`config.mk`:
```
export PLATFORM = sky130hd
export DESIGN_NAME = vp_stream_switch
export DESIGN_NICKNAME = d
export VERILOG_FILES = /design/src/rtl/vp_stream_switch.sv
export SDC_FILE = /design/constraint.sdc
export NUM_CORES = 1
export LEC_CHECK = 0
export BUFFER_PORTS_ARGS = -buffer_cell sky130_fd_sc_hd__buf_2
export CORE_AREA = 3 3 98 100
export DETAILED_ROUTE_END_ITERATION = 16
export DIE_AREA = 0 0 101 103
export GPL_TIMING_DRIVEN = 1
export PLACE_DENSITY = 0.73
export SLEW_MARGIN = 20
export SYNTH_ARGS = -nofsm -noshare
export SYNTH_HDL_FRONTEND = slang
export SYNTH_SLANG_ARGS = --single-unit
```
`constraint.sdc`:
```
create_clock -name clk -period 2.5 [get_ports clk]
set_clock_uncertainty 0.2 [all_clocks]
set_input_delay 0.625 -clock clk [delete_from_list [all_inputs] [get_ports clk]]
set_output_delay 0.625 -clock clk [all_outputs]
set_load 0.1 [all_outputs]
```
`src/rtl/vp_stream_switch.sv`:
```
// Frame-synchronous N-way video stream selector with optional post-switch pixel blanking.
// All outputs are registered one cycle behind the selected stream's inputs.
module vp_stream_switch #(
   parameter int N_CH         = 8,
   parameter int SEL_W        = 3,
   parameter int PIX_W        = 24,
   parameter bit FRAME_SYNC   = 1'b1,
   parameter int BLANK_FRAMES = 1
) (
   input  logic                  clk,
   input  logic                  rst,
   input  logic [SEL_W-1:0]      sel,
   input  logic [N_CH-1:0]       de_in,
   input  logic [N_CH-1:0]       h_sync_in,
   input  logic [N_CH-1:0]       v_sync_in,
   input  logic [N_CH*PIX_W-1:0] pixel_in,
   output logic                  de_out,
   output logic                  h_sync_out,
   output logic                  v_sync_out,
   output logic [PIX_W-1:0]      pixel_out,
   output logic [SEL_W-1:0]      active_sel,
   output logic                  switch_pending
);

   typedef enum logic [1:0] {RUN, WAIT_VS, BLANK} state_t;

   localparam logic [3:0] BLANK_LOAD = 4'(BLANK_FRAMES);

   state_t           state;
   logic [SEL_W-1:0] sel_meta;
   logic [SEL_W-1:0] sel_s;
   logic [3:0]       blank_cnt;
   logic             vs_prev;

   logic             act_de;
   logic             act_hs;
   logic             act_vs;
   logic [PIX_W-1:0] act_pix;
   logic             req_vs;
   logic             req_valid;
   logic             vs_rise;

   // Stream muxes: the active stream feeds the outputs, the requested one seeds vs_prev on a switch.
   always_comb begin
      act_de  = 1'b0;
      act_hs  = 1'b0;
      act_vs  = 1'b0;
      act_pix = '0;
      req_vs  = 1'b0;
      for (int i = 0; i < N_CH; i++) begin
         if (active_sel == SEL_W'(i)) begin
            act_de  = de_in[i];
            act_hs  = h_sync_in[i];
            act_vs  = v_sync_in[i];
            act_pix = pixel_in[i*PIX_W +: PIX_W];
         end
         if (sel_s == SEL_W'(i)) begin
            req_vs = v_sync_in[i];
         end
      end
   end

   assign req_valid = (int'(sel_s) < N_CH) && (sel_s != active_sel);
   assign vs_rise   = act_vs & ~vs_prev;

   always_ff @(posedge clk) begin
      if (rst) begin
         sel_meta       <= '0;
         sel_s          <= '0;
         state          <= RUN;
         active_sel     <= '0;
         blank_cnt      <= '0;
         vs_prev        <= 1'b0;
         switch_pending <= 1'b0;
         de_out         <= 1'b0;
         h_sync_out     <= 1'b0;
         v_sync_out     <= 1'b0;
         pixel_out      <= '0;
      end else begin
         // NOTE: every flop here uses <= so each branch sees pre-edge values of active_sel and state.
         sel_meta   <= sel;
         sel_s      <= sel_meta;
         de_out     <= act_de;
         h_sync_out <= act_hs;
         v_sync_out <= act_vs;
         pixel_out  <= (state == BLANK) ? '0 : act_pix;
         vs_prev    <= act_vs;

         case (state)
            RUN: begin
               if (req_valid) begin
                  if (FRAME_SYNC) begin
                     state          <= WAIT_VS;
                     switch_pending <= 1'b1;
                  end else begin
                     active_sel <= sel_s;
                     vs_prev    <= req_vs;
                     if (BLANK_FRAMES > 0) begin
                        state     <= BLANK;
                        blank_cnt <= BLANK_LOAD;
                     end
                  end
               end
            end
            WAIT_VS: begin
               if (!req_valid) begin
                  state          <= RUN;
                  switch_pending <= 1'b0;
               end else if (vs_rise) begin
                  active_sel     <= sel_s;
                  vs_prev        <= req_vs;
                  switch_pending <= 1'b0;
                  if (BLANK_FRAMES > 0) begin
                     state     <= BLANK;
                     blank_cnt <= BLANK_LOAD;
                  end else begin
                     state <= RUN;
                  end
               end
            end
            BLANK: begin
               if (vs_rise) begin
                  if (blank_cnt <= 4'd1) begin
                     blank_cnt <= '0;
                     state     <= RUN;
                  end else begin
                     blank_cnt <= blank_cnt - 4'd1;
                  end
               end
            end
            default: state <= RUN;
         endcase
      end
   end

endmodule
```
# --- Word-level counts from Yosys, hierarchy flattened ---
# Index checks and enable logic that the tools add are counted.
classes:
  addsub: 1
  order_cmp: 1
  bitwise_logic: 2
  eq_ne: 23
  mux: 58
  n_reduce_logical: 10
op_table:
  columns: ["operator", "count"]
  rows:
  - ["24-bit two-way mux", 8]
  - ["1-bit two-way mux", 38]
  - ["3-bit == test, second input constant", 8]
  - ["4-bit two-way mux", 4]
  - ["3-bit by 2-bit == test with 1-bit output, second input constant", 4]
  - ["2-bit two-way mux", 5]
  - ["2-bit inequality test, second input constant", 4]
  - ["4-bit one-hot mux with 2 select lines", 1]
  - ["4-bit AND reduction", 2]
  - ["3-bit by 1-bit == test with 1-bit output, second input constant", 2]
  - ["3-bit logical NOT", 2]
  - ["2-bit one-hot mux with 3 select lines", 1]
  - ["3-bit AND reduction", 2]
  - ["4-bit by 1-bit <= comparator with 1-bit output, second input constant", 1]
  - ["2-bit nonzero test", 2]
  - ["4-bit by 1-bit subtractor with 4-bit output, second input constant", 1]
  - ["3-bit inequality test", 1]
  - ["3-bit inequality test, second input constant", 1]
  - ["2-bit by 1-bit == test with 1-bit output, second input constant", 1]
  - ["2-bit == test, second input constant", 1]
  - ["2-bit logical NOT", 1]
  - ["2-bit by 1-bit inequality test with 1-bit output, second input constant", 1]
  - ["1-bit one-hot mux with 2 select lines", 1]
  - ["2-bit OR reduction", 1]
  - ["other kinds (2)", 2]
totals:
  reg_bits: 44
  out_inout_bits: 31

# --- Logic depth before layout (Yosys ltp) ---
depth:
  word_depth: 13
  ltp_mapped: 8
  depth_no_buf: 7

# --- Least setup slack after synthesis ---
# Ideal clock, no wire load.
synth_timing:
  path_kind: "reg-to-reg"
  start: "register active_sel[1]"
  end: "register blank_cnt[2]"
  required_time_ns: 2.180
  path_stages_with_launch: 8
  setup_ns: 0.120
  period_less_slack_ns: 2.554
  arrival_ns: 2.235
  path_slack_ns: -0.054
  cell_sequence: "dfxtp_1 > buf_4 > buf_6 > mux2i_1 > a22oi_2 > nand3_2 > o21ba_1 > a211o_1"
synth_between:
  elab_chain_cells: 12
  word_cells_on_any_way: 22
  cone_classes: "eq/ne (11); mux (8); bitwise (1); reduce/logical (2)"
synth_lines:
  columns: ["item", "line", "rtl"]
  rows:
  - ["start, declared", "21", "output logic [SEL_W-1:0] active_sel,"]
  - ["start signal, assigned", "96", "active_sel <= sel_s;"]
  - ["start signal, assigned", "110", "active_sel <= sel_s;"]
  - ["3-bit logical NOT", "51", "if (active_sel == SEL_W'(i)) begin"]
  - ["1-bit two-way mux (8 in series)", "51", null]
  - ["1-bit AND", "64", "assign vs_rise = act_vs & ~vs_prev;"]
  - ["2-bit inequality test (no line)", null, null]
  - ["4-bit AND reduction (no line) *", null, null]
  - ["end signal, assigned", "127", "blank_cnt <= blank_cnt - 4'd1;"]
  - ["end, declared", "32", "logic [3:0] blank_cnt;"]
# Mark *: on every way between the ends. The rest lies on a longest branch, timed or not.
# A chain may end at the register's enable or synchronous reset.

# --- Worst setup path after layout ---
layout_timing:
  start: "register active_sel[0]"
  end: "output port active_sel[0]"
# No word-level cell between the ends.

==> impl_metrics.yaml <==
outcome:
  outcome: "finished clean"
cts:
  clock_insertion_delay_worst_skew_ns: 0.29
  h-tree-depth: 2
  cts_tree: "done"
  clk_transition_reported_paths_ns: 0.09
  ctsResizeCount: 0
  clkSinkCount: 44
  numCtsBuffers: 5
  postCtsSetupBuffers: 0
  clock-root-buffer: "sky130_fd_sc_hd__clkbuf_8"
  cts_hold_buffers: 0
  max-clock-path-buffers: 2
floorplan:
  row_count: 34
  die_w_microns: 101
  io_pins: 252
  dieHeight_microns: 103
  placeableCoreArea_sq_mm: 0.00876
  design.die.area_sq_mm: 0.0104
  floorplan.initialDensity: 0.352
critical_path:
  depth_of_the_most_critical_reg_to_reg_path: 5
  r2r_setup_slack_ns: 0.37
  critical_path_required_ns: 1.67
  path_max_fanout: 19
  timing.critical_path.to_type: "output pin"
  worstSetupStartpointType: "flop"
  r2r-start: "active_sel[1]$_SDFFE_PP0P_"
  critical_path_class: "reg -> out"
  timing.critical_path.arrival_ns: 1.38
  r2r_end: "pixel_out[5]$_SDFF_PP0_"
logic_synthesis:
  netlist.area_leader.share: 0.286
  synth_seq_cells: 44
  synth_enable_flop_cells: 0
  net_count_of_the_mapped_netlist: 608
  ys_dominant_reg_cell: "sky130_fd_sc_hd__dfxtp_1"
  postSynthCellCount: 385
  yosys.cell_types.count: 41
  syn_area_sq_mm: 0.00308
  synth.avg_cell_area_sq_um: 8.01
  netlist_top_cells_area: "sky130_fd_sc_hd__dfxtp_1 (29%), sky130_fd_sc_hd__mux2i_1 (19%), sky130_fd_sc_hd__a21oi_1 (12%)"
  synth_area_leader_cell: "sky130_fd_sc_hd__dfxtp_1"
  synthArstFlopShare: 0
  synth_warnings: 0
  synth_sequential_area_ratio: 0.286
route:
  avgRoutedWirePerCell_microns: 16.2
  drt_iter0_markers: 80
  wirelength_mm: 11.8
  detailroute.via_count: 3876
  firstDrtPassIters: 4
  post-route-drc-count: 0
  route.antenna.remaining_nets: 0
  routed_via_count_divided_by_cell_count: 5.32
timing:
  post-route-period-util: 0.881
  slew_headroom: 0.593
  maxClockFrequency_mhz: 454
  layout_min_cycle_time_ns: 2.20
  max_slew_violation_count: 0
  final_hold_viol_count: 0
  worst-slew-pin-transition_ns: 0.611
  rsz0062_at_grt: "no"
  setup_viol: 0
  fin_tns_setup_ns: 0
placement:
  i_o_buffers: 251
  hpwl_mm: 9.38
  placed_cells_incl_taps: 720
  placed_area_sq_mm: 0.00445
  gpl.final_weighted_congestion: 0.804
cells_and_area:
  layout-drive-gt1-share: 0.458
  layout_area_growth_over_synthesis_pct: 47.2
  post_layout_net_count: 842
  post_layout_nonfiller_instances: 729
  layout_commonest_cell: "sky130_fd_sc_hd__buf_2"
  most-common-layout-cells: "sky130_fd_sc_hd__buf_2 (248), sky130_fd_sc_hd__a21oi_1 (76), sky130_fd_sc_hd__mux2i_1 (58), sky130_fd_sc_hd__dfxtp_1 (41)"
  fin_area_sq_mm: 0.00454
worst_hold_path:
  min-delay-start: "sel_meta[1]$_SDFF_PP0_"
  hold_class: "reg -> reg"
  min_delay_worst_endpoint: "sel_s[1]$_SDFF_PP0_"
  min_delay_path_depth: 1
power_and_ir_drop:
  power.clock.fraction: 0.263
  max-vdd-ir-drop_mv: 0.195
  power.combinational.fraction: 0.297
  seqPwrFrac: 0.440
  cell_internal_pwr_mw: 1.13
  power.switching_fraction: 0.332
  total_leakage_power_nw: 2.02
  net-switching-power_mw: 0.558
  cellPowerDensity_mw_per_mm2: 371
  p_total_mw: 1.68
global_route:
  vias_in_the_first_global_route: 3738
  grt_pass1_wl_mm: 17.3
  track_usage: 0.209
  grt_overflow_total: 0
  antenna_found_initial: 1
  grt_max_degree: 34
job:
  cap_viol_max_count: 0
==> per-layer routing <==
metal,vias to the layer above,wire (microns),track usage
met4,0,136,0.0562
li1,1916,-,-
met2,179,6370,0.412
met3,10,872,0.0345
met5,-,0,0
met1,1771,4420,0.229
==> worst max-delay path by stage <==
stage	startpoint	endpoint	slack (ns)
after floorplan	active_sel[0]$_SDFFE_PP0P_	blank_cnt[2]$_SDFFE_PP0P_	0.03
after global placement	active_sel[1]$_SDFFE_PP0P_	pixel_out[16]$_SDFF_PP0_	0.42
after detailed placement	v_sync_in[5]	blank_cnt[2]$_SDFFE_PP0P_	0.39
after CTS	active_sel[0]$_SDFFE_PP0P_	active_sel[0]	0.26
after global routing	active_sel[1]$_SDFFE_PP0P_	pixel_out[5]$_SDFF_PP0_	0.18
final	active_sel[0]$_SDFFE_PP0P_	active_sel[0]	0.30
==> layout make-up <==
class | instances | area (sq um)
Antenna cell | 1 | 2.50
Clock inverter | 2 | 12.5
Fill cell | 862 | 4230
Clock buffer | 6 | 72.6
Inverter | 6 | 22.5
Timing Repair Buffer | 262 | 1400
Multi-Input combinational cell | 300 | 2010
Tap cell | 108 | 135
Sequential cell | 44 | 887
==> state kept, by name, summed over array words and instances, names as in the netlist <==
name            cells
h_sync_out          1
blank_cnt           4
state               2
vs_prev             1
de_out              1
active_sel          3
v_sync_out          1
sel_s               3
pixel_out          24
switch_pending      1
sel_meta            3
==> cells in the mapped netlist (2+ instances only) <==
library cell	instances
sky130_fd_sc_hd__a21oi_1	76
sky130_fd_sc_hd__mux2i_1	58
sky130_fd_sc_hd__dfxtp_1	44
sky130_fd_sc_hd__nand2_1	28
sky130_fd_sc_hd__nor4_1	28
sky130_fd_sc_hd__o21ai_0	26
sky130_fd_sc_hd__o22ai_1	26
sky130_fd_sc_hd__clkbuf_1	16
sky130_fd_sc_hd__nor2_1	12
sky130_fd_sc_hd__buf_2	10
sky130_fd_sc_hd__nor2b_1	10
sky130_fd_sc_hd__inv_1	6
sky130_fd_sc_hd__mux4_2	4
sky130_fd_sc_hd__buf_1	3
sky130_fd_sc_hd__buf_4	3
sky130_fd_sc_hd__xnor2_1	3
sky130_fd_sc_hd__a211o_1	2
sky130_fd_sc_hd__a311oi_1	2
sky130_fd_sc_hd__buf_6	2
sky130_fd_sc_hd__ha_1	2
sky130_fd_sc_hd__nand2b_1	2
sky130_fd_sc_hd__nand3_1	2
sky130_fd_sc_hd__or2_2	2
==> stage by stage <==
stage | hold WS, ns | setup WS [ns] | util
2_1_floorplan | 0.214 | 0.0255 | -
3_3_place_gp | 0.217 | 0.423 | 0.508
3_5_place_dp | 0.227 | 0.386 | 0.508
4_1_cts | 0.250 | 0.255 | 0.517
5_1_grt | 0.267 | 0.182 | 0.518
6_report | 0.246 | 0.298 | 0.518
==> worst max-delay path: stages (launching register included) <==
cell	delay (ns)
sky130_fd_sc_hd__dfxtp_2	0.54
sky130_fd_sc_hd__buf_4	0.33
sky130_fd_sc_hd__buf_12	0.21
==> kinds of logic (layout without fill, tap and decap cells) <==
kind of cell,after synthesis,after routing,share of synthesized area
muxes,63,63,0.221
AOI/OAI and AO/OA,141,141,0.259
buffers and inverters,41,276,0.0637
xor gates and xnor gates,3,3,0.00852
other,0,1,0
adders and majority gates,2,2,0.00812
DFF,44,44,0.286
and+or+nand+nor,91,91,0.153
==> power by group through the flow <==
stage	clock (mW)	combinational, mW	sequential (mW)
global placement	0	0.492	0.756
global route	0.486	0.538	0.744
finish	0.443	0.500	0.741
CTS	0.468	0.502	0.741
detailed placement	0	0.500	0.758
floorplan	0	0.124	0.912
Power figures use the tool's default switching activity.
